`config.mk`:
```
export PLATFORM = sky130hd
export DESIGN_NAME = match_timer
export DESIGN_NICKNAME = d
export VERILOG_FILES = /design/src/rtl/game_pkg.sv /design/src/rtl/seg7_decode.sv /design/src/rtl/match_timer.sv
export SDC_FILE = /design/constraint.sdc
export NUM_CORES = 1
export LEC_CHECK = 0
export CORE_ASPECT_RATIO = 0.6
export CORE_MARGIN = 5
export CORE_UTILIZATION = 50
export CTS_CLUSTER_SIZE = 40
export DETAILED_ROUTE_END_ITERATION = 7
export GPL_TIMING_DRIVEN = 0
export PLACE_DENSITY = 0.78
export SLEW_MARGIN = 20
export SYNTH_ARGS = -nofsm -noshare
export SYNTH_HDL_FRONTEND = slang
export SYNTH_HIERARCHICAL = 1
export SYNTH_SLANG_ARGS = --single-unit
```
`constraint.sdc`:
```
create_clock -name clock -period 7.52 [get_ports clock]
set_input_delay 1.128 -clock clock [delete_from_list [all_inputs] [get_ports clock]]
set_output_delay 1.128 -clock clock [all_outputs]
set_load 0.1 [all_outputs]
```
`src/rtl/game_pkg.sv`:
```
// Shared definitions for the game blocks.
//   state_e    : match timer FSM states
//   SEG_DASH   : active-low pattern with only segment g lit
//   SEG_BLANK  : all segments off
//   SEG_D0..9  : active-low digit patterns, bit 6 = g ... bit 0 = a
package game_pkg;

  typedef enum logic [1:0] {
    ST_IDLE    = 2'd0,
    ST_RUNNING = 2'd1,
    ST_PAUSED  = 2'd2,
    ST_EXPIRED = 2'd3
  } state_e;

  localparam logic [6:0] SEG_DASH  = 7'b0111111;
  localparam logic [6:0] SEG_BLANK = 7'b1111111;
  localparam logic [6:0] SEG_D0    = 7'h40;
  localparam logic [6:0] SEG_D1    = 7'h79;
  localparam logic [6:0] SEG_D2    = 7'h24;
  localparam logic [6:0] SEG_D3    = 7'h30;
  localparam logic [6:0] SEG_D4    = 7'h19;
  localparam logic [6:0] SEG_D5    = 7'h12;
  localparam logic [6:0] SEG_D6    = 7'h02;
  localparam logic [6:0] SEG_D7    = 7'h78;
  localparam logic [6:0] SEG_D8    = 7'h00;
  localparam logic [6:0] SEG_D9    = 7'h10;

endpackage

```
`src/rtl/seg7_decode.sv`:
```
// BCD digit to active-low seven-segment pattern.
//   bcd : 4-bit digit, values above 9 produce a blank digit
//   seg : active-low segments, seg[6] = g, seg[0] = a
module seg7_decode
  import game_pkg::*;
(
  input  logic [3:0] bcd,
  output logic [6:0] seg
);

  always_comb begin
    seg = SEG_BLANK;
    case (bcd)
      4'd0: seg = SEG_D0;
      4'd1: seg = SEG_D1;
      4'd2: seg = SEG_D2;
      4'd3: seg = SEG_D3;
      4'd4: seg = SEG_D4;
      4'd5: seg = SEG_D5;
      4'd6: seg = SEG_D6;
      4'd7: seg = SEG_D7;
      4'd8: seg = SEG_D8;
      4'd9: seg = SEG_D9;
      default: seg = SEG_BLANK;
    endcase
  end

endmodule

```
`src/rtl/match_timer.sv`:
```
// Match countdown timer with mm:ss on a multiplexed 4-digit display.
// All timing comes from clock enables derived from `clock`.
//   clock, reset  : board clock, synchronous active-high reset
//   start         : level from the menu, high while a match is on
//   player        : 0 = player 1, 1 = player 2 (left dot in IDLE)
//   pause         : level, freezes the countdown
//   seg, an, dp   : active-low segments / digit enables / decimal point
//   time_left     : remaining seconds
//   running       : high in RUNNING only
//   expired       : high in EXPIRED
//   expire_pulse  : single cycle on entry to EXPIRED
module match_timer
  import game_pkg::*;
#(
  parameter int CLK_HZ        = 100_000_000,
  parameter int MATCH_SECONDS = 120,
  parameter int REFRESH_DIV   = 250_000,
  parameter int FLASH_SECONDS = 10,
  parameter int BLINK_DIV     = 50_000_000
) (
  input  logic        clock,
  input  logic        reset,
  input  logic        start,
  input  logic        player,
  input  logic        pause,
  output logic [6:0]  seg,
  output logic [3:0]  an,
  output logic        dp,
  output logic [12:0] time_left,
  output logic        running,
  output logic        expired,
  output logic        expire_pulse
);

  localparam int PRE_W = $clog2(CLK_HZ + 1);
  localparam int REF_W = $clog2(REFRESH_DIV + 1);
  localparam int BLK_W = $clog2(BLINK_DIV + 1);

  localparam logic [PRE_W-1:0] PRE_LAST = PRE_W'(CLK_HZ - 1);
  localparam logic [REF_W-1:0] REF_LAST = REF_W'(REFRESH_DIV - 1);
  localparam logic [BLK_W-1:0] BLK_LAST = BLK_W'(BLINK_DIV - 1);
  localparam logic [12:0]      MATCH_TL = 13'(MATCH_SECONDS);
  localparam logic [12:0]      FLASH_TL = 13'(FLASH_SECONDS);

  state_e             state_q, state_d;
  logic [12:0]        tl_q, tl_d;
  logic [PRE_W-1:0]   pre_q, pre_d;
  logic [REF_W-1:0]   ref_q, ref_d;
  logic [1:0]         scan_q, scan_d;
  logic               scan_on_q, scan_on_d;
  logic [BLK_W-1:0]   blk_cnt_q, blk_cnt_d;
  logic               blink_q, blink_d;
  logic [6:0]         seg_q, seg_d;
  logic [3:0]         an_q, an_d;
  logic               dp_q, dp_d;
  logic               pulse_q, pulse_d;

  logic [12:0]        mins, secs;
  logic [3:0]         dig_bcd;
  logic [6:0]         dig_seg;
  logic               flash;

  // Match FSM and countdown. start=0 wins over everything, then pause, then tick.
  always_comb begin
    state_d = state_q;
    tl_d    = tl_q;
    pre_d   = pre_q;
    if (!start) begin
      state_d = ST_IDLE;
      tl_d    = MATCH_TL;
      pre_d   = '0;
    end else begin
      case (state_q)
        ST_IDLE: begin
          tl_d  = MATCH_TL;
          pre_d = '0;
          if (MATCH_SECONDS == 0) state_d = ST_EXPIRED;
          else if (pause)         state_d = ST_PAUSED;
          else                    state_d = ST_RUNNING;
        end
        ST_RUNNING: begin
          // Pausing leaves the prescaler untouched so a partial second resumes.
          if (pause) begin
            state_d = ST_PAUSED;
          end else if (pre_q == PRE_LAST) begin
            pre_d = '0;
            if (tl_q <= 13'd1) begin
              tl_d    = '0;
              state_d = ST_EXPIRED;
            end else begin
              tl_d = tl_q - 13'd1;
            end
          end else begin
            pre_d = pre_q + 1'b1;
          end
        end
        ST_PAUSED: if (!pause) state_d = ST_RUNNING;
        default: ;
      endcase
    end
    pulse_d = (state_d == ST_EXPIRED) && (state_q != ST_EXPIRED);
  end

  // Digit scan and blink phase run in every state.
  always_comb begin
    ref_d     = (ref_q == REF_LAST) ? '0 : ref_q + 1'b1;
    scan_on_d = scan_on_q | (ref_q == REF_LAST);
    scan_d    = scan_q;
    if (ref_q == REF_LAST) scan_d = scan_on_q ? scan_q + 2'd1 : 2'd0;
    blk_cnt_d = (blk_cnt_q == BLK_LAST) ? '0 : blk_cnt_q + 1'b1;
    blink_d   = blink_q ^ (blk_cnt_q == BLK_LAST);
  end

  always_comb begin
    mins = tl_q / 13'd60;
    secs = tl_q % 13'd60;
    case (scan_d)
      2'd0:    dig_bcd = 4'(secs % 13'd10);
      2'd1:    dig_bcd = 4'(secs / 13'd10);
      2'd2:    dig_bcd = 4'(mins % 13'd10);
      default: dig_bcd = 4'(mins / 13'd10);
    endcase
  end

  seg7_decode u_dec (
    .bcd (dig_bcd),
    .seg (dig_seg)
  );

  // Display registers follow the scan index chosen on this same edge.
  always_comb begin
    flash = (state_q == ST_RUNNING) && (tl_q != '0) && (tl_q <= FLASH_TL) && blink_q;
    an_d  = scan_on_d ? ~(4'b0001 << scan_d) : 4'b1111;
    if (state_q == ST_IDLE) begin
      seg_d = SEG_DASH;
      dp_d  = !(player && (scan_d == 2'd3));
    end else begin
      seg_d = dig_seg;
      dp_d  = !(scan_d == 2'd2);   // colon between minutes and seconds
    end
    if (flash || !scan_on_d) begin
      seg_d = SEG_BLANK;
      dp_d  = 1'b1;
    end
  end

  always_ff @(posedge clock) begin
    if (reset) begin
      state_q   <= ST_IDLE;
      tl_q      <= MATCH_TL;
      pre_q     <= '0;
      ref_q     <= '0;
      scan_q    <= '0;
      scan_on_q <= 1'b0;
      blk_cnt_q <= '0;
      blink_q   <= 1'b0;
      seg_q     <= SEG_BLANK;
      an_q      <= 4'b1111;
      dp_q      <= 1'b1;
      pulse_q   <= 1'b0;
    end else begin
      state_q   <= state_d;
      tl_q      <= tl_d;
      pre_q     <= pre_d;
      ref_q     <= ref_d;
      scan_q    <= scan_d;
      scan_on_q <= scan_on_d;
      blk_cnt_q <= blk_cnt_d;
      blink_q   <= blink_d;
      seg_q     <= seg_d;
      an_q      <= an_d;
      dp_q      <= dp_d;
      pulse_q   <= pulse_d;
    end
  end

  assign seg          = seg_q;
  assign an           = an_q;
  assign dp           = dp_q;
  assign time_left    = tl_q;
  assign running      = (state_q == ST_RUNNING);
  assign expired      = (state_q == ST_EXPIRED);
  assign expire_pulse = pulse_q;

endmodule

```
Word level (Yosys, flattened, before mapping) --
Memory sizes are Yosys's and may differ from the RTL's. Index checks and enable logic that the tools add are counted.
Word-level totals: flip-flop bits (word level) 103, ROM bits 112, input port bits 5, output and inout bits 28, memories kept 1
Operators by class: add/subtract/negate cells 5, divide/modulo/power cells 6, magnitude comparators 2, eq/ne operators 13, shift-type cells 1, mux-type cells 19, bitwise operators 5, reduce and logical (&&, ||, !) cells 21
Memory list:
- (name not given) | words 16, width 7, read ports 1, clocked after memory_dff 0, wr ports 0, line seg7_decode.sv:13 | case (bcd)
Operator list (number):
- 27-bit two-way mux | 2
- 27-bit one-hot mux with 2 select lines | 1
- 13-bit two-way mux | 3
- 27-bit by 1-bit adder with 27-bit output (second input constant) | 1
- 27-bit equality test (second input constant) | 1
- 26-bit by 1-bit adder with 26-bit output (second input constant) | 1
- 13-bit by 4-bit divider with 13-bit output (second input constant) | 2
- 26-bit equality test (second input constant) | 1
- 13-bit by 4-bit modulo with 13-bit output (second input constant) | 2
- 13-bit one-hot mux with 2 select lines | 1
- 18-bit by 1-bit adder with 18-bit output (second input constant) | 1
- 18-bit equality test (second input constant) | 1
- 2-bit two-way mux | 8
- 13-bit by 6-bit divider with 13-bit output (second input constant) | 1
- 13-bit by 1-bit less-or-equal comparator with 1-bit output (second input constant) | 1
- 13-bit by 4-bit less-or-equal comparator with 1-bit output (second input constant) | 1
- 13-bit by 6-bit modulo with 13-bit output (second input constant) | 1
- 13-bit nonzero test | 1
- 13-bit by 1-bit subtractor with 13-bit output (second input constant) | 1
- 4-bit one-hot mux with 3 select lines | 1
- 2-bit equality test (second input constant) | 5
- 2-bit OR reduction | 5
- 7-bit two-way mux | 1
- 2-bit one-hot mux with 3 select lines | 1
- other kinds (18) | 28

Longest topological paths before layout --
depth after elaboration 8, depth in mapped cells 31, depth with buffers taken out 27

Hierarchy --
The synthesis kept the hierarchy.
Modules (own cells, without submodules):
- match_timer | instances 1, cells an instance 823, area an instance 6269.8 sq um, sequential area each 2062.0 sq um
- seg7_decode | instances 1, cells an instance 33, area an instance 210.2 sq um, sequential area each 0.0 sq um

Worst setup path after synthesis --
No wires, ideal clock.
kind register to register, start point register tl_q[7], in the netlist time_left[7], end point register seg_q[3], in the netlist seg[3], setup time 0.126 ns, arrival time 6.816 ns, data required time 7.394 ns, slack 0.577 ns, cell stages (with the launch flop) 28, period minus slack after synthesis 6.943 ns, cell sequence dfxtp_1 -> buf_2 -> nand3_1 -> o32a_1 -> nand2_2 -> mux2i_1 -> nand4_1 -> o22a_1 -> o211a_1 -> o21ai_2 -> mux2_2 -> o31a_1 -> or3_4 -> a31o_4 -> o311a_1 -> ha_1 -> a311oi_1 -> o21a_1 -> o2111a_1 -> a211o_1 -> xnor2_1 -> a21oi_1 -> inv_1 -> ha_1 -> or2_1 -> a21oi_2 -> a31oi_1 -> nand2b_1
RTL lines:
- start: declaration | line match_timer.sv:46 | logic [12:0] tl_q, tl_d;
- start signal: assignment | line match_timer.sv:163 | tl_q <= tl_d;
- 13-bit by 6-bit divider with 13-bit output or 13-bit by 6-bit modulo with 13-bit output (tied branches) | line match_timer.sv:115, match_timer.sv:116
- 13-bit by 4-bit divider with 13-bit output (tied with other cells) | line match_timer.sv:121 | default: dig_bcd = 4'(mins / 13'd10);
- 4-bit one-hot mux with 3 select lines (*) | line match_timer.sv:117 | case (scan_d)
- net dig_bcd[1] | line match_timer.sv:59 | logic [3:0] dig_bcd;
- memory read 16 x 7 bit (*)
- net dig_seg[3] | line match_timer.sv:60 | logic [6:0] dig_seg;
- end signal: assignment | line match_timer.sv:170 | seg_q <= seg_d;
- end: declaration | line match_timer.sv:53 | logic [6:0] seg_q, seg_d;
Mark *: on every way through the listed nets, which the timed path passes. The rest lies on a longest branch. A chain may end at the register's enable or synchronous reset.

Final worst setup path --
start point register tl_q[7], in the netlist time_left[7], end point register seg_q[0], in the netlist seg[0]
Same word-level chain as after synthesis.

==> metrics.md <==
| Metric | Value |
|---|---|
| Flops & latches, synth | 103 |
| Number of antenna violations at the first check in global routing | 0 |
| Crit path max-delay cell type | a311oi_1 |
| Maximum number of pins on one net before global-route repair | 20 |
| Net count after synthesis | 875 |
| Leakage component of the power | 2.69 nW |
| Number of warnings issued by yosys | 6 |
| Post-layout net count | 917 |
| Cell type with the highest aggregate area in the netlist | dfxtp_1 |
| Multiplexer share of the synthesized area | 0.0176 |
| Number of buffers created by CTS | 9 |
| Dominant combinational cell family by area after synthesis | simple AND/OR/NAND/NOR gates |
| Synthesized-area fraction occupied by ao, oa, aoi and oai cells | 0.194 |
| Clock buffer depth | 2 |
| Maximum vdd drop | 0.000108 V |
| Origin of the critical flop-to-flop path | time_left[7]$_SDFFE_PP0P_ |
| Net switching power | 0.263 mW |
| Die boundary width | 157 um |
| Share of power burned in the clock network | 0.423 |
| Wirelength per Cell | 14.5 um |
| Initial core utilization | 0.507 |
| Worst hold margin | 0.460 ns |
| Highest routed layer | met4 |
| Mean instance size in the synthesized netlist | 7.57 um^2 |
| Multi-input gate area in the final layout | 4120 um^2 |
| Number of global-route vias before repair | 5417 |
| Post-Route M1 WL | 8120 um |
| Number of antenna diodes | 0 |
| Reg-to-reg setup timing slack | 0.61 ns |
| Cell family with the largest share of critical-path delay | compound AO/OA/AOI/OAI gates |
| Wire length of the first global-routing pass | 26500 um |
| Number of synthesized flops with an enable pin | 0 |
| Post-synthesis instance total | 856 |
| Worst-margin pin slew | 1.01 ns |
| Power Dens Cells | 145 nW/um^2 |
| Setup repair after global routing missed its margin | false |
| Shortest clock period the worst path allows after layout | 6.91 ns |
| Number of distinct library cell variants in the gate-level netlist after synthesis | 84 |
| Kind of end point of the critical path | register |
| Level count of the clock H-tree | 3 |
| Normalized max-slew margin | 0.326 |
| Max Slew Vio Count | 0 |
| Layout cell share with drive strength beyond 1 | 0.0664 |
| Number of nets with antenna violations after routing | 0 |
| Post-CTS sizing | 0 |
| Via count | 6182 |
| Detailed Routing Iterations Pass 1 | 5 |
| Clock transition at the registers of the reported paths | 0.07 ns |
| Setup Fix Bufs, Post-CTS | 0 |
| Leading register cell type out of synthesis | dfxtp_1 |
| Critical Path Max Stage Delay | 0.50 ns |
| Fraction of synthesized cell area in xor and xnor cells | 0.0824 |
| Critical path buffer and inverter count | 2 |
| Synth-to-layout area growth | 12.7% |
| IO Port Bufs | 31 |
| Num rows | 32 |
| Syn Std Cell Area | 6480 um^2 |
| Detail Route met2 WL | 6340 um |
| Height of the die | 98.2 um |
| Gr usage total | 0.204 |
| Switching share of total power | 0.248 |
| Standard cell core area | 12800 um^2 |
| Final Cycle Share | 0.919 |
| Yosys top cell area share | 0.318 |
| Number of vias per cell | 5.76 |
| Clk_lat worst skew | 0.35 ns |
| Clock Sinks | 103 |
| Hold Crit Class | register to register |
| Post-synth top cells | nor2_1, dfxtp_1, nand2_1 |
| Maximum fanout encountered on the critical timing path | 10 |
| Met3 wire length | 880 um |
| Async set-or-reset flop fraction in the synthesized netlist | 0 |
| Root Buffer | clkbuf_16 |
| Setup TNS | 0 ns |
| WP data arrival | 7.14 ns |
| Adder and majority gate portion of the synthesized area | 0.0301 |
| IO Pins | 33 |
| Routed WL | 15500 um |
| Placer congestion estimate | 0.925 |
| Final worst clock skew | 0.0109 ns |
| Max-cap violation count | 0 |
| Endpoint of the lowest-slack register-to-register path | seg[0]$_SDFF_PP1_ |
| Cell with the most instances after synthesis | nor2_1 |
| DRC marker count from the first detailed-route iteration | 649 |
| Filler cells | 1158 |
| CP Launch Type | register |
| Final hold vios | 0 |
| Number of cells on the worst reg-to-reg path | 27 |
| Detailed Place HPWL | 11700 um |
| Startpoint-to-endpoint class of the critical path | register to register |
| Worst path required time | 7.74 ns |
| Number of hold-repair buffers added at the cts stage | 0 |
| Total area of sequential cells | 2060 um^2 |
| Reg power frac | 0.520 |
| Cell types occupying the most area after synthesis | dfxtp_1, nor2_1, xor2_1 |
| Status | finished, final reports clean |
| CTS tree | yes |
| Finish-stage setup viols | 0 |
| Combinational Power Share | 0.057 |
| Internal | 0.799 mW |
| Sequential element share of the synthesized area | 0.318 |
| Capture endpoint of the worst hold path | blk_cnt_q[0]$_SDFF_PP0_ |
| Upper clock frequency limit | 145 MHz |
| Launch point of the worst hold path | blk_cnt_q[0]$_SDFF_PP0_ |
| GRT Residual Overflow | 0 |
| Area of the die | 15400 um^2 |
| Remaining DRCs | 0 |
| Basic-gate share of the synthesized area counting and, or, nand and nor cells | 0.309 |
| Number of stages on the worst hold path | 1 |
flip-flops by register name, indices dropped and copies added, names as in the netlist:
name,flops
pre_q,27
scan_on_q,1
seg,7
an,4
dp,1
time_left,13
blk_cnt_q,26
expire_pulse,1
state_q,2
ref_q,18
scan_q,2
blink_q,1
how the worst max path moves through the flow:
stage | from | to | slack (ns) | cells after the start
3_3_place_gp | time_left[7]$_SDFFE_PP0P_ | seg[0]$_SDFF_PP1_ | 0.55 | 27
2_1_floorplan | time_left[7]$_SDFFE_PP0P_ | seg[3]$_SDFF_PP1_ | 0.58 | 27
3_5_place_dp | time_left[7]$_SDFFE_PP0P_ | seg[0]$_SDFF_PP1_ | 0.55 | 27
4_1_cts | time_left[7]$_SDFFE_PP0P_ | seg[0]$_SDFF_PP1_ | 0.53 | 27
6_report | time_left[7]$_SDFFE_PP0P_ | seg[0]$_SDFF_PP1_ | 0.61 | 27
5_1_grt | time_left[12]$_SDFFE_PP0P_ | seg[0]$_SDFF_PP1_ | 0.14 | 29
worst register-to-register path, cell delays in order (launching register included):
cell      delay (ns)
dfxtp_1         0.32
buf_2           0.23
nand3_1         0.16
o32a_1          0.34
nand2_2         0.16
o21ai_0         0.15
a22oi_1         0.42
o21ai_2         0.22
o211a_1         0.30
o21ai_2         0.24
mux2_2          0.42
o31a_1          0.20
or3_4           0.41
a31o_4          0.28
o311a_1         0.40
ha_1            0.19
a311oi_1        0.50
a21o_1          0.20
o2111a_1        0.17
a211o_1         0.18
xnor2_1         0.11
a21oi_2         0.28
inv_1           0.15
ha_1            0.19
or2_1           0.21
a21oi_2         0.16
nor2_1          0.06
nand2b_1        0.14
power by group through the flow:
| stage | logic [mW] | clock network (mW) | registers (mW) |
|---|---|---|---|
| 4_1_cts | 0.0604 | 0.461 | 0.552 |
| 2_1_floorplan | 0.0399 | 0 | 0.569 |
| 3_3_place_gp | 0.0591 | 0 | 0.565 |
| 5_1_grt | 0.0685 | 0.485 | 0.553 |
| 3_5_place_dp | 0.0599 | 0 | 0.565 |
| 6_report | 0.0609 | 0.449 | 0.552 |
per-layer routing:
| metal | track usage | vias up |
|---|---|---|
| li1 | - | 3113 |
| met1 | 0.321 | 2877 |
| met2 | 0.287 | 172 |
| met3 | 0.0323 | 20 |
| met4 | 0.0507 | 0 |
| met5 | 0 | - |
through the flow:
step	std cells	total power, mW	util	area (um^2)	worst slack [ns]
final	1073	1.06	0.572	7300	0.606
after global routing	1073	1.11	0.572	7300	0.140
after CTS	1073	1.07	0.571	7290	0.527
after detailed placement	1057	0.625	0.548	7000	0.553
after global placement	1057	0.624	0.548	7000	0.545
after floorplan	856	0.609	-	6480	0.577
layout by cell type (no fill, tap or decap), types with 8 or more instances in the layout:
| cell | count |
|---|---|
| ha_1 | 14 |
| o21ai_0 | 35 |
| clkbuf_16 | 9 |
| nand2_1 | 73 |
| nand3_1 | 48 |
| inv_1 | 24 |
| xnor2_1 | 26 |
| clkdlybuf4s50_1 | 31 |
| nand4_1 | 17 |
| and3_1 | 22 |
| nand2b_1 | 18 |
| nor2_1 | 151 |
| nor4_1 | 15 |
| clkbuf_1 | 29 |
| xor2_1 | 35 |
| a21o_1 | 8 |
| dfxtp_1 | 103 |
| nor3_1 | 18 |
| a21oi_1 | 46 |
logic make-up (layout without fill, tap and decap cells):
logic type,count (synthesis),count (layout)
xor+xnor,61,61
simple gates,413,413
flops,103,103
buf+inv,70,117
compound gates,182,182
mux,11,11
fa+ha+maj,16,16
final cells by class:
| type | instances | area share |
|---|---|---|
| clock inverter | 7 | 0.00822 |
| timing repair buffer | 31 | 0.0425 |
| inverter | 25 | 0.0132 |
| clock buffer | 9 | 0.0308 |
| tap | 170 | 0.0291 |
| sequential | 103 | 0.282 |
| multi-input combinational | 683 | 0.564 |
| buffer | 45 | 0.0298 |
Note: power is estimated with default switching activity, not from simulation.
